## config.mk

```make
export PLATFORM = sky130hd
export DESIGN_NAME = key_event_latch
export DESIGN_NICKNAME = d
export VERILOG_FILES = /design/src/rtl/key_event_latch.sv
export SDC_FILE = /design/constraint.sdc
export NUM_CORES = 1
export LEC_CHECK = 0
export BUFFER_PORTS_ARGS = -buffer_cell sky130_fd_sc_hd__buf_2
export CORE_MARGIN = 2
export CORE_UTILIZATION = 66
export DETAILED_ROUTE_END_ITERATION = 10
export PLACE_DENSITY = 0.89
export RECOVER_POWER = 50
export SYNTH_ARGS = -nofsm -noshare
export SYNTH_HDL_FRONTEND = slang
export SYNTH_SLANG_ARGS = --single-unit
export TNS_END_PERCENT = 20
```

## constraint.sdc

```tcl
create_clock -name iCLK -period 5.55 [get_ports iCLK]
set_input_delay 0.2775 -clock iCLK [delete_from_list [all_inputs] [get_ports iCLK]]
set_output_delay 0.2775 -clock iCLK [all_outputs]
set_load 0.005 [all_outputs]
```

## src/rtl/key_event_latch.sv

```systemverilog
// key_event_latch: debounced push-button event flags read through a byte-wide CPU port with read-clear handshake.
// Define KEY_EVT_OVERFLOW_EN to build the sticky overflow flag on oOVF.
module key_event_latch #(
  parameter int N_KEYS          = 4,
  parameter int DEBOUNCE_CYCLES = 1000000,
  parameter int CNT_W           = 20
) (
  input  logic              iCLK,
  input  logic              iRST_N,
  input  logic [N_KEYS-1:0] iKEY,
  input  logic              iRD,
  output logic [7:0]        oDATA,
  output logic              oEVT,
  output logic              oOVF
);
  typedef enum logic [1:0] {REL, PW, PRS, RW} state_t;
  localparam logic [CNT_W-1:0] LAST = CNT_W'(DEBOUNCE_CYCLES - 1);
  logic [N_KEYS-1:0] sync1, sync2, press, level, flags, flags_nx, mask;
  logic rd_q, rd_d, rd_rise, rd_fall;
  always_ff @(posedge iCLK or negedge iRST_N)
    if (!iRST_N) begin
      sync1 <= '1;
      sync2 <= '1;
    end else begin
      sync1 <= iKEY;
      sync2 <= sync1;
    end
  for (genvar k = 0; k < N_KEYS; k++) begin : g_key
    state_t st, st_nx;
    logic [CNT_W-1:0] cnt, cnt_nx;
    logic s, pe;
    assign s = ~sync2[k];
    always_ff @(posedge iCLK or negedge iRST_N)
      if (!iRST_N) begin
        st  <= REL;
        cnt <= '0;
      end else begin
        st  <= st_nx;
        cnt <= cnt_nx;
      end
    always_comb begin
      st_nx  = st;
      cnt_nx = cnt;
      pe     = 1'b0;
      case (st)
        REL: if (s) begin
          st_nx  = PW;
          cnt_nx = '0;
        end
        PW: if (!s) st_nx = REL;
        else if (cnt == LAST) begin
          st_nx = PRS;
          pe    = 1'b1;
        end else cnt_nx = cnt + 1'b1;
        PRS: if (!s) begin
          st_nx  = RW;
          cnt_nx = '0;
        end
        RW: if (s) st_nx = PRS;
        else if (cnt == LAST) st_nx = REL;
        else cnt_nx = cnt + 1'b1;
        default: st_nx = REL;
      endcase
    end
    assign press[k] = pe;
    assign level[k] = (st == PRS) || (st == RW);
  end
  assign rd_rise = rd_q & ~rd_d;
  assign rd_fall = ~rd_q & rd_d;
  // a press landing on the clearing cycle survives: set wins over clear
  assign flags_nx = (flags & ~(rd_fall ? mask : '0)) | press;
  always_ff @(posedge iCLK or negedge iRST_N)
    if (!iRST_N) begin
      rd_q  <= 1'b0;
      rd_d  <= 1'b0;
      mask  <= '0;
      flags <= '0;
      oDATA <= '0;
      oEVT  <= 1'b0;
    end else begin
      rd_q  <= iRD;
      rd_d  <= rd_q;
      mask  <= rd_rise ? flags : mask;
      flags <= flags_nx;
      oDATA <= {4'(level), 4'(flags)};
      oEVT  <= |flags;
    end
`ifdef KEY_EVT_OVERFLOW_EN
  logic ovf;
  always_ff @(posedge iCLK or negedge iRST_N)
    if (!iRST_N) ovf <= 1'b0;
    else ovf <= (ovf & ~rd_fall) | (|(press & flags));
  assign oOVF = ovf;
`else
  assign oOVF = 1'b0;
`endif
endmodule

```

==> results of run 1 <==
-- power breakdown --
| part | switching, mW | internal [mW] | total (mW) |
|---|---|---|---|
| sequential | 0.0277 | 0.861 | 0.889 |
| clock | 0.376 | 0.692 | 1.07 |
| combinational | 0.0477 | 0.0270 | 0.0747 |
| total | 0.452 | 1.58 | 2.03 |
-- final cells by class --
cell class	instances	area [um2]
clock buffer	22	443
clock inverter	10	134
fill	491	1880
inverter	12	45.0
multi-input combinational	413	2510
sequential	115	2890
tap	105	131
timing repair buffer	22	136
-- synth_stat cells (6+ instances only) --
| cell | count |
|---|---|
| inv_1 | 12 |
| nand4_1 | 20 |
| and3_1 | 6 |
| dfrtp_1 | 107 |
| or3_1 | 15 |
| mux2_2 | 7 |
| clkbuf_1 | 16 |
| dfstp_2 | 8 |
| nand3_1 | 37 |
| nor4_1 | 10 |
| nor3_1 | 22 |
| xor2_1 | 20 |
| or4_1 | 10 |
| o31ai_1 | 6 |
| nand2_1 | 53 |
| a21oi_1 | 26 |
| nor2_1 | 60 |
| xnor2_1 | 24 |
| o21ai_0 | 24 |
-- logic make-up after synthesis --
kind of cell / count (synthesis) / share of synthesized area
DFF: 115 / 0.521
and+or+nand+nor: 270 / 0.257
xor gates and xnor gates: 45 / 0.0724
other: 1 / 0.000676
adders and majority gates: 4 / 0.00903
muxes: 9 / 0.0178
AOI/OAI and AO/OA: 84 / 0.0966
buffers and inverters: 33 / 0.0255
-- sequential cells by signal (all words and copies together) (netlist names), named ones only --
| name | flops |
|---|---|
| flags | 4 |
| oDATA | 8 |
| rd_d | 1 |
| mask | 4 |
| g_key.cnt | 80 |
| g_key.st | 4 |
| rd_q | 1 |
| sync1 | 4 |
| sync2 | 4 |
| oEVT | 1 |
-- layout by cell type (no fill, tap or decap), types with 3 or more instances in the layout --
cell,instances
a21oi_1,26
a22o_1,5
a31oi_1,5
and2_1,5
and3_1,6
and4_1,4
buf_2,10
bufinv_16,3
clkbuf_1,9
clkbuf_16,16
clkinv_2,4
dfrtp_1,107
dfstp_2,8
dlygate4sd3_1,6
ha_1,4
inv_1,12
mux2_2,7
nand2_1,53
nand2b_1,3
nand3_1,37
nand4_1,20
nor2_1,60
nor2b_1,4
nor3_1,22
nor3b_1,3
nor4_1,10
nor4b_1,5
o211ai_1,5
o21ai_0,24
o31ai_1,6
or3_1,15
or4_1,10
xnor2_1,24
xor2_1,20
-- timing repair --
item / CTS / global route
hold endpoints to repair: 45 / 0
setup endpoints to repair: 0 / 0
resized for setup: 0 / 0
hold buffers: 6 / 0
-- metrics by stage --
step / utilization / power [mW] / std cells
6_report: 0.770 / 2.03 / 699
4_1_cts: 0.771 / 2.04 / 699
3_3_place_gp: 0.693 / 0.968 / 661
3_5_place_dp: 0.693 / 0.974 / 661
5_1_grt: 0.770 / 2.10 / 699
2_1_floorplan: - / 0.941 / 561
-- final timing paths --
check | startpoint | end | slack [ns] | cells past startpoint
setup / recovery | iRST_N | g_key[1].cnt[13]$_DFFE_PN0P_ | 2.71 | 3
setup reg to reg | g_key[3].cnt[0]$_DFFE_PN0P_ | g_key[3].cnt[18]$_DFFE_PN0P_ | 3.00 | 6
hold / removal | sync1[0]$_DFF_PN1_ | sync2[0]$_DFF_PN1_ | 0.35 | 0
max in group iCLK | g_key[3].cnt[0]$_DFFE_PN0P_ | g_key[3].cnt[18]$_DFFE_PN0P_ | 3.00 | 6
hold reg to reg | sync1[0]$_DFF_PN1_ | sync2[0]$_DFF_PN1_ | 0.35 | 0
min in group asynchronous | iRST_N | g_key[3].cnt[3]$_DFFE_PN0P_ | 0.96 | 2
-- routing by layer --
layer  up-vias  wire length, um  track usage
li1       2053                -            -
met1      2159             4850        0.367
met2       179             5850        0.439
met3        32              662       0.0664
met4         0              282        0.131
met5         -                0            0
==> flow_summary_export.csv, run 1 <==
group,metric,value,unit
floorplan,initial_utilization,0.678,
global_routing,grt_overflow,0,
critical_path,worst-path-buf-inv,3,
floorplan,die_h,95.7,um
run,timing.max_cap.violations,1,
run_status,violations,"capacitance limit, slew limit",
placed_design,gp_congestion,0.872,
synth,synth_top_cell_by_area,"dfrtp_1",
critical_path,start_kind,"primary input",
global_routing,grt_pass1_vias,4174,
drt,dr.pass1.iters,5,
global_routing,antenna_found_initial,0,
synth,synthFlopType,"dfrtp_1",
critical_path,crit_path_end_kind,"asynchronous set/reset pin",
clock_network,cts_tree,"done",
drt,vias,4423,
synth,synthTopCellsByArea,"dfrtp_1 48%, nor2_1 4.1%, dfstp_2 3.8%",
floorplan,io_pins,17,
synth,synth_cells,561,
floorplan,die_area,9150,um2
timing,worst_pin_slew,2.26,ns
clock_network,clock_latency,0.52,ns
timing,drv_slew,44,
critical_path,crit_required,6.09,ns
timing,rsz0062_at_grt,"no",
layout,drive_above_1_share,0.114,
synth,synth_area,5540,um2
synth,synth-seq-cells,115,
clock_network,root_buffer,"clkbuf_8",
critical_path,slowest_stage,"clkbuf_1",
critical_path,cp_max_fo,73,
drt,drt_iter0_drc,257,
placed_design,pre_cts_slack,3.10,ns
timing,hold_viol,0,
timing,fin_crit,2.84,ns
pwr,p_per_area,323,nW/um2
drt,routedWlPerCell,16.7,um
drt,drtAntennaViolNets,0,
timing,slew_headroom,-0.504,
timing,hold_slack,0.355,ns
min_path,hold_class,"flop to flop",
synth,synth_fp_nets,572,
global_routing,grt_usage,0.279,
timing,period_share,0.512,
clock_network,h-tree-depth,4,
clock_network,cts_sinks,115,
placed_design,dpl_cell_area,5660,um2
critical_path,max_stage_delay,1.60,ns
synth,syn_area_per_cell,9.88,um2
clock_network,numCtsBuffers,17,
timing,setup_viol,0,
pwr,leakage,2.67,nW
synth,yosys_warnings,0,
layout,diodes,0,
drt,vias_per_cell,6.33,
synth,synth_async_sr_flop_share,1.00,
global_routing,grt_max_degree,74,
synth,synth-edff-count,0,
timing,fin_ws,2.71,ns
synth,ys_types,56,
layout,final_area,6290,um2
critical_path,cp_top_family,"buffers and inverters",
global_routing,grt_pass1_wl,19.4,mm
clock_network,cts_buffer_depth,2,
clock_network,cts_setup_buffers,0,
timing,timing.setup.tns,0,ns
placed_design,dpl.hpwl,7.07,mm
layout,synthToLayoutAreaGrowth,13.5,%
floorplan,core_area,8180,um2
synth,ys_seq_area_frac,0.521,
drt,drt_wl_total,11.6,mm
timing,fmax,352,MHz
floorplan,core.rowCount,33,
placed_design,io_buffers,15,
critical_path,critical_path_class,"primary input to asynchronous set/reset pin",
synth,synth_top_area_share,0.483,
clock_network,cts.clk_slew.worst_paths,0.06,ns
critical_path,crit_path_cell_trace,"dlygate4sd3_1 > clkbuf_1 > buf_4",
timing,skew,0.00760,ns
drt,route.detailed.drc,0,
floorplan,die_w,95.7,um
layout,nets,592,
critical_path,arrival,3.38,ns
pwr,ir_worst_vdd,330,uV
run_status,status,"finished with violations",
Power figures use the tool's default switching activity.
==> inputs of run 2 (changes only) <==
--- a/config.mk
+++ b/config.mk
@@ -5,11 +5,12 @@
 export SDC_FILE = /design/constraint.sdc
 export NUM_CORES = 1
 export LEC_CHECK = 0
+export ABC_AREA = 1
 export BUFFER_PORTS_ARGS = -buffer_cell sky130_fd_sc_hd__buf_2
 export CORE_MARGIN = 2
-export CORE_UTILIZATION = 66
+export CORE_UTILIZATION = 57
 export DETAILED_ROUTE_END_ITERATION = 10
-export PLACE_DENSITY = 0.89
+export PLACE_DENSITY = 0.82
 export RECOVER_POWER = 50
 export SYNTH_ARGS = -nofsm -noshare
 export SYNTH_HDL_FRONTEND = slang
==> constraint.sdc (replaced) <==
create_clock -name iCLK -period 2.4 [get_ports iCLK]
set_input_delay 0.12 -clock iCLK [delete_from_list [all_inputs] [get_ports iCLK]]
set_output_delay 0.12 -clock iCLK [all_outputs]
set_load 0.005 [all_outputs]
==> run 2 against run 1 <==
The run still ends with capacitance limit, slew limit left. Via count rose by 35%. Sequential power rose by 130%. Critical path depth rose by 6. Clock power rose by 140%. Wire length rose by 24%. Non-clock buffer count rose by 9. Worst setup slack got worse by 2.5 ns. Register-to-register slack got worse by 2.8 ns. Combinational power rose to 2.8 times the previous value. Critical path type is now flop to flop.
==> flow_summary_export.csv, run 2 <==
group,metric,value,unit
clock_network,root_buffer,"clkbuf_16",
clock_network,cts.clk_slew.worst_paths,0.06,ns
run_status,status,"finished with violations",
critical_path,crit_start,"g_key[2].cnt[0]$_DFFE_PN0P_",
synth,yosys_warnings,0,
min_path,hold_depth,2,
floorplan,die_area,12500,um2
synth,synth_top_cells_by_count,"309 x nand2_1, 112 x nor2_1, 107 x dfrtp_1, 93 x nand3_1, 71 x inv_1",
layout,fill_cells,968,
global_routing,grt_overflow,0,
global_routing,grt_max_degree,62,
timing,worst_pin_slew,1.50,ns
floorplan,initial_utilization,0.581,
pwr,leakage,3.27,nW
critical_path,start_kind,"flop",
min_path,hold_class,"primary input to flop",
global_routing,antenna_found_initial,0,
drt,dr.pass1.iters,5,
floorplan,die_w,112,um
pwr,ir_worst_vdd,980,uV
global_routing,grt_pass1_wl,25.4,mm
drt,route.detailed.drc,0,
synth,synth_async_sr_flop_share,1.00,
clock_network,cts_setup_buffers,0,
critical_path,max_stage_delay,0.43,ns
timing,setup_viol,0,
layout,final_area,7480,um2
placed_design,io_buffers,15,
run_status,violations,"capacitance limit, slew limit",
timing,period_share,0.906,
timing,fmax,460,MHz
critical_path,r2r-end,"g_key[2].cnt[8]$_DFFE_PN0P_",
critical_path,critical_path_class,"flop to flop",
floorplan,core.rowCount,39,
synth,synth_fp_nets,938,
timing,hold_viol,0,
placed_design,dpl_cell_area,6810,um2
layout,final_common_cell,"nand2_1",
synth,synth-seq-cells,115,
placed_design,pre_cts_slack,0.0655,ns
critical_path,crit_path_end_kind,"flop",
critical_path,cp_max_fo,29,
global_routing,grt_usage,0.247,
critical_path,crit_path_cell_trace,"ha_1 > nand2_2 > nor2_4 > nand4_2 > nor2_4 > nor2_4 > clkinv_2 > nand2_1 > nand2_1",
floorplan,die_h,112,um
synth,synth_area,6610,um2
synth,syn_area_per_cell,7.13,um2
critical_path,arrival,2.47,ns
layout,diodes,0,
timing,drv_slew,26,
floorplan,io_pins,17,
layout,top_register,"g_key.cnt",
critical_path,cp-endpoint,"g_key[2].cnt[8]$_DFFE_PN0P_",
critical_path,r2r-start,"g_key[2].cnt[0]$_DFFE_PN0P_",
clock_network,cts_sinks,115,
critical_path,rrSetupSlack,0.23,ns
layout,nets,961,
pwr,p_per_area,648,nW/um2
layout,drive_above_1_share,0.0997,
timing,slew_headroom,-0.00121,
synth,synthTopCellsByArea,"dfrtp_1 41%, nand2_1 18%, nand3_1 7.0%",
synth,synth_top_cell_by_area,"dfrtp_1",
run,timing.max_cap.violations,1,
synth,synth-edff-count,0,
clock_network,numCtsBuffers,17,
timing,fin_ws,0.225,ns
synth,ys_seq_area_frac,0.437,
drt,drt_iter0_drc,395,
timing,skew,0.00886,ns
critical_path,crit_required,2.69,ns
synth,synth.most_common_cell,"nand2_1",
clock_network,cts_buffer_depth,2,
timing,fin_crit,2.17,ns
critical_path,reg2reg_depth,9,
synth,ys_types,32,
drt,routedWlPerCell,13.0,um
critical_path,crit_top_cell,"nor2_4",
placed_design,gp_congestion,0.939,
synth,synth_cells,927,
layout,final_cell_mix,"309 x nand2_1, 112 x nor2_1, 107 x dfrtp_1, 93 x nand3_1, 71 x inv_1",
timing,rsz0062_at_grt,"no",
global_routing,grt_pass1_vias,5593,
layout,largest_reg_flops,80,
synth,synthFlopType,"dfrtp_1",
clock_network,clock_latency,0.42,ns
drt,vias,5983,
clock_network,h-tree-depth,4,
placed_design,dpl.hpwl,9.74,mm
floorplan,core_area,11400,um2
drt,vias_per_cell,5.41,
drt,drt_wl_total,14.4,mm
clock_network,cts_tree,"done",
drt,drtAntennaViolNets,0,
layout,synthToLayoutAreaGrowth,13.3,%
synth,synth_top_area_share,0.405,
critical_path,slowest_stage,"dfrtp_1",
pwr,p_total,4.85,mW
timing,timing.setup.tns,0,ns
layout,top_regs,"g_key.cnt: 80 flops, oDATA: 8 flops",
timing,hold_slack,0.341,ns
[run 2: critical path: cells and delay by family (launching register included)]
family | cells | cell delay (ns)
DFF | 1 | 0.43
buffers and inverters | 1 | 0.41
adders and majority gates | 1 | 0.32
and+or+nand+nor | 7 | 0.88
[run 2: what timing repair did]
action | CTS | global route
endpoints found under the setup margin | 0 | 17
hold buffers | 6 | 0
resized for setup | 0 | 1
hold endpoints to repair | 30 | 0
[run 2: where the power goes]
group / switching, mW / total [mW] / leakage (nW) / internal (mW)
Combinational: 0.145 / 0.207 / 1.41 / 0.0625
Sequential: 0.0416 / 2.02 / 1.56 / 1.98
Clock: 0.949 / 2.62 / 0.301 / 1.67
Total: 1.14 / 4.85 / 3.27 / 3.72
[run 2: area by class of cell]
type	count	area, um2	share of cell area
Inverter	85	323	0.0431
Tap cell	143	179	0.0239
Multi-Input combinational cell	700	3250	0.434
Clock buffer	18	439	0.0587
Clock inverter	14	178	0.0237
Sequential cell	115	2890	0.386
Timing Repair Buffer	31	231	0.0309
[run 2: routing by layer]
layer	routed length [um]	global-route usage	vias up
met5	0	0	-
met2	6750	0.391	170
li1	-	-	3046
met1	6590	0.331	2737
met3	732	0.0626	30
met4	313	0.0905	0
[run 2: cell families after synthesis]
family / synth area share
and+or+nand+nor: 0.387
DFF: 0.437
buffers and inverters: 0.0714
AOI/OAI and AO/OA: 0.0708
xor gates and xnor gates: 0.0252
adders and majority gates: 0.00758
other: 0.000568
[run 2: stage by stage]
stage                util  cells
floorplan               -    927
global placement    0.599   1068
detailed placement  0.599   1068
CTS                 0.659   1106
global route        0.658   1106
finish              0.658   1106
[run 2: how the worst min path moves through the flow]
stage	start	to	slack, ns
finish	iKEY[1]	sync1[1]$_DFF_PN1_	0.34
global route	iKEY[0]	sync1[0]$_DFF_PN1_	0.35
floorplan	iRST_N	asynchronous set/reset pin	-0.18
CTS	iRST_N	g_key[2].cnt[6]$_DFFE_PN0P_	0.18
global placement	iRST_N	g_key[2].cnt[6]$_DFFE_PN0P_	0.06
detailed placement	iRST_N	g_key[2].cnt[6]$_DFFE_PN0P_	0.06
==> inputs of run 3 (changes only) <==
--- a/config.mk
+++ b/config.mk
@@ -8,9 +8,9 @@
 export ABC_AREA = 1
 export BUFFER_PORTS_ARGS = -buffer_cell sky130_fd_sc_hd__buf_2
 export CORE_MARGIN = 2
-export CORE_UTILIZATION = 57
+export CORE_UTILIZATION = 55
 export DETAILED_ROUTE_END_ITERATION = 10
-export PLACE_DENSITY = 0.82
+export PLACE_DENSITY = 0.79
 export RECOVER_POWER = 50
 export SYNTH_ARGS = -nofsm -noshare
 export SYNTH_HDL_FRONTEND = slang
==> run 3 against run 2 <==
The run now ends clean. First-iteration DRC count up 6.6%. Clock skew shrank 0.0035 ns. Clock power up 6%. Final area is 0.59% higher. Non-clock buffer count grew 4. Hold slack lost 0.0061 ns. Core utilization down 2.4 points. Sequential power is essentially flat. Die area increased by 3.5%. Count of clock-buffer cells in the layout decreased by 1. Fmax grew 0.71%.
==> flow_summary_export.csv, run 3 (synthesis gave the netlist of run 2 again) <==
group,metric,value,unit
run_status,status,"completed",
global_routing,grt_overflow,0,
layout,final_cell_mix,"309 x nand2_1, 112 x nor2_1, 107 x dfrtp_1, 93 x nand3_1, 71 x inv_1",
placed_design,io_buffers,15,
clock_network,clock_latency,0.42,ns
min_path,hold_path_startpoint,"iKEY[3]",
critical_path,crit_required,2.74,ns
critical_path,start_kind,"flop",
clock_network,cts_tree,"done",
pwr,leakage,3.29,nW
layout,fill_cells,1034,
drt,dr.pass1.iters,8,
layout,multi_input_area,3250,um2
clock_network,h-tree-depth,4,
clock_network,cts_setup_buffers,0,
global_routing,grt_pass1_wl,25.3,mm
min_path,hold_class,"primary input to flop",
critical_path,critical_path_class,"flop to flop",
critical_path,slowest_stage,"dfrtp_1",
critical_path,max_stage_delay,0.45,ns
drt,drtAntennaViolNets,0,
layout,seqCellArea,2890,um2
floorplan,die_h,114,um
pwr,p_per_area,666,nW/um2
clock_network,cts_buffer_depth,2,
layout,largest_reg_flops,80,
run,timing.max_cap.violations,0,
floorplan,die_w,114,um
global_routing,grt_max_degree,46,
timing,setup_viol,0,
layout,final_common_cell,"nand2_1",
timing,drv_slew,0,
layout,top_register,"g_key.cnt",
drt,vias,5942,
clock_network,numCtsBuffers,17,
layout,nets,965,
clock_network,root_buffer,"clkbuf_16",
critical_path,crit_path_end_kind,"flop",
placed_design,gp_congestion,0.989,
critical_path,r2r-start,"g_key[1].cnt[0]$_DFFE_PN0P_",
timing,worst_pin_slew,0.999,ns
timing,fin_ws,0.241,ns
critical_path,crit_path_cell_trace,"ha_1 > nand3_1 > nor2_2 > nand3_2 > nand2_2 > buf_4 > nand2_1 > o21ai_1",
floorplan,io_pins,17,
timing,hold_viol,0,
critical_path,cp_max_fo,13,
timing,rsz0062_at_grt,"no",
timing,hold_slack,0.335,ns
drt,drt_iter0_drc,421,
clock_network,cts_sinks,115,
drt,vias_per_cell,5.33,
timing,fmax,463,MHz
floorplan,initial_utilization,0.557,
placed_design,dpl.hpwl,10.0,mm
clock_network,cts.clk_slew.worst_paths,0.06,ns
timing,period_share,0.900,
timing,slew_headroom,0.334,
drt,routedWlPerCell,12.9,um
drt,route.detailed.drc,0,
layout,synthToLayoutAreaGrowth,14.0,%
timing,timing.setup.tns,0,ns
critical_path,crit_start,"g_key[1].cnt[0]$_DFFE_PN0P_",
layout,diodes,0,
critical_path,worst-path-buf-inv,1,
timing,skew,0.00535,ns
placed_design,pre_cts_slack,0.209,ns
pwr,ir_worst_vdd,819,uV
critical_path,arrival,2.50,ns
global_routing,grt_pass1_vias,5504,
layout,top_regs,"g_key.cnt: 80 flops, oDATA: 8 flops",
floorplan,core.rowCount,40,
layout,drive_above_1_share,0.103,
global_routing,grt_usage,0.243,
floorplan,die_area,12900,um2
global_routing,antenna_found_initial,0,
floorplan,core_area,11900,um2
drt,drt_wl_total,14.3,mm
timing,fin_crit,2.16,ns
critical_path,cp_top_family,"simple AND/OR/NAND/NOR gates",
[run 3: what timing repair did]
action	CTS	global route
resized for setup	0	1
hold endpoints to repair	42	0
setup endpoints to repair	0	17
hold buffers	6	0
[run 3: per-layer routing]
layer / routed length (um) / track usage
met1: 6710 / 0.333
met2: 6660 / 0.381
met3: 714 / 0.0643
met4: 255 / 0.0789
met5: 0 / 0
[run 3: path summary, 6_finish.rpt]
check	cells after the start	endpoint	slack, ns
hold / removal	2	sync1[3]$_DFF_PN1_	0.33
setup reg to reg	8	g_key[1].cnt[16]$_DFFE_PN0P_	0.24
hold reg to reg	0	sync2[0]$_DFF_PN1_	0.35
setup / recovery	8	g_key[1].cnt[16]$_DFFE_PN0P_	0.24
min in group asynchronous	2	g_key[3].cnt[1]$_DFFE_PN0P_	0.39
max in group asynchronous	3	g_key[0].cnt[5]$_DFFE_PN0P_	0.49
[run 3: power by group]
part	leakage (nW)	internal [mW]	total [mW]	switching (mW)
registers	1.56	1.98	2.02	0.0403
clock network	0.318	1.85	2.78	0.930
logic	1.41	0.0620	0.211	0.149
[run 3: area by class of cell]
class                   instances  area share
multi-input cells             700       0.431
flip-flops and latches        115       0.384
clock buffers                  17      0.0565
inverters                      85      0.0429
repair buffers                 35      0.0309
clock inverters                15      0.0304
well taps                     147      0.0244
[run 3: per-stage QoR]
step	utilization	instances	total power [mW]	area [um2]
floorplan	-	927	2.17	6610
global placement	0.576	1076	2.26	6840
detailed placement	0.576	1076	2.26	6840
CTS	0.636	1114	5.08	7550
global route	0.635	1114	5.20	7530
finish	0.635	1114	5.01	7530
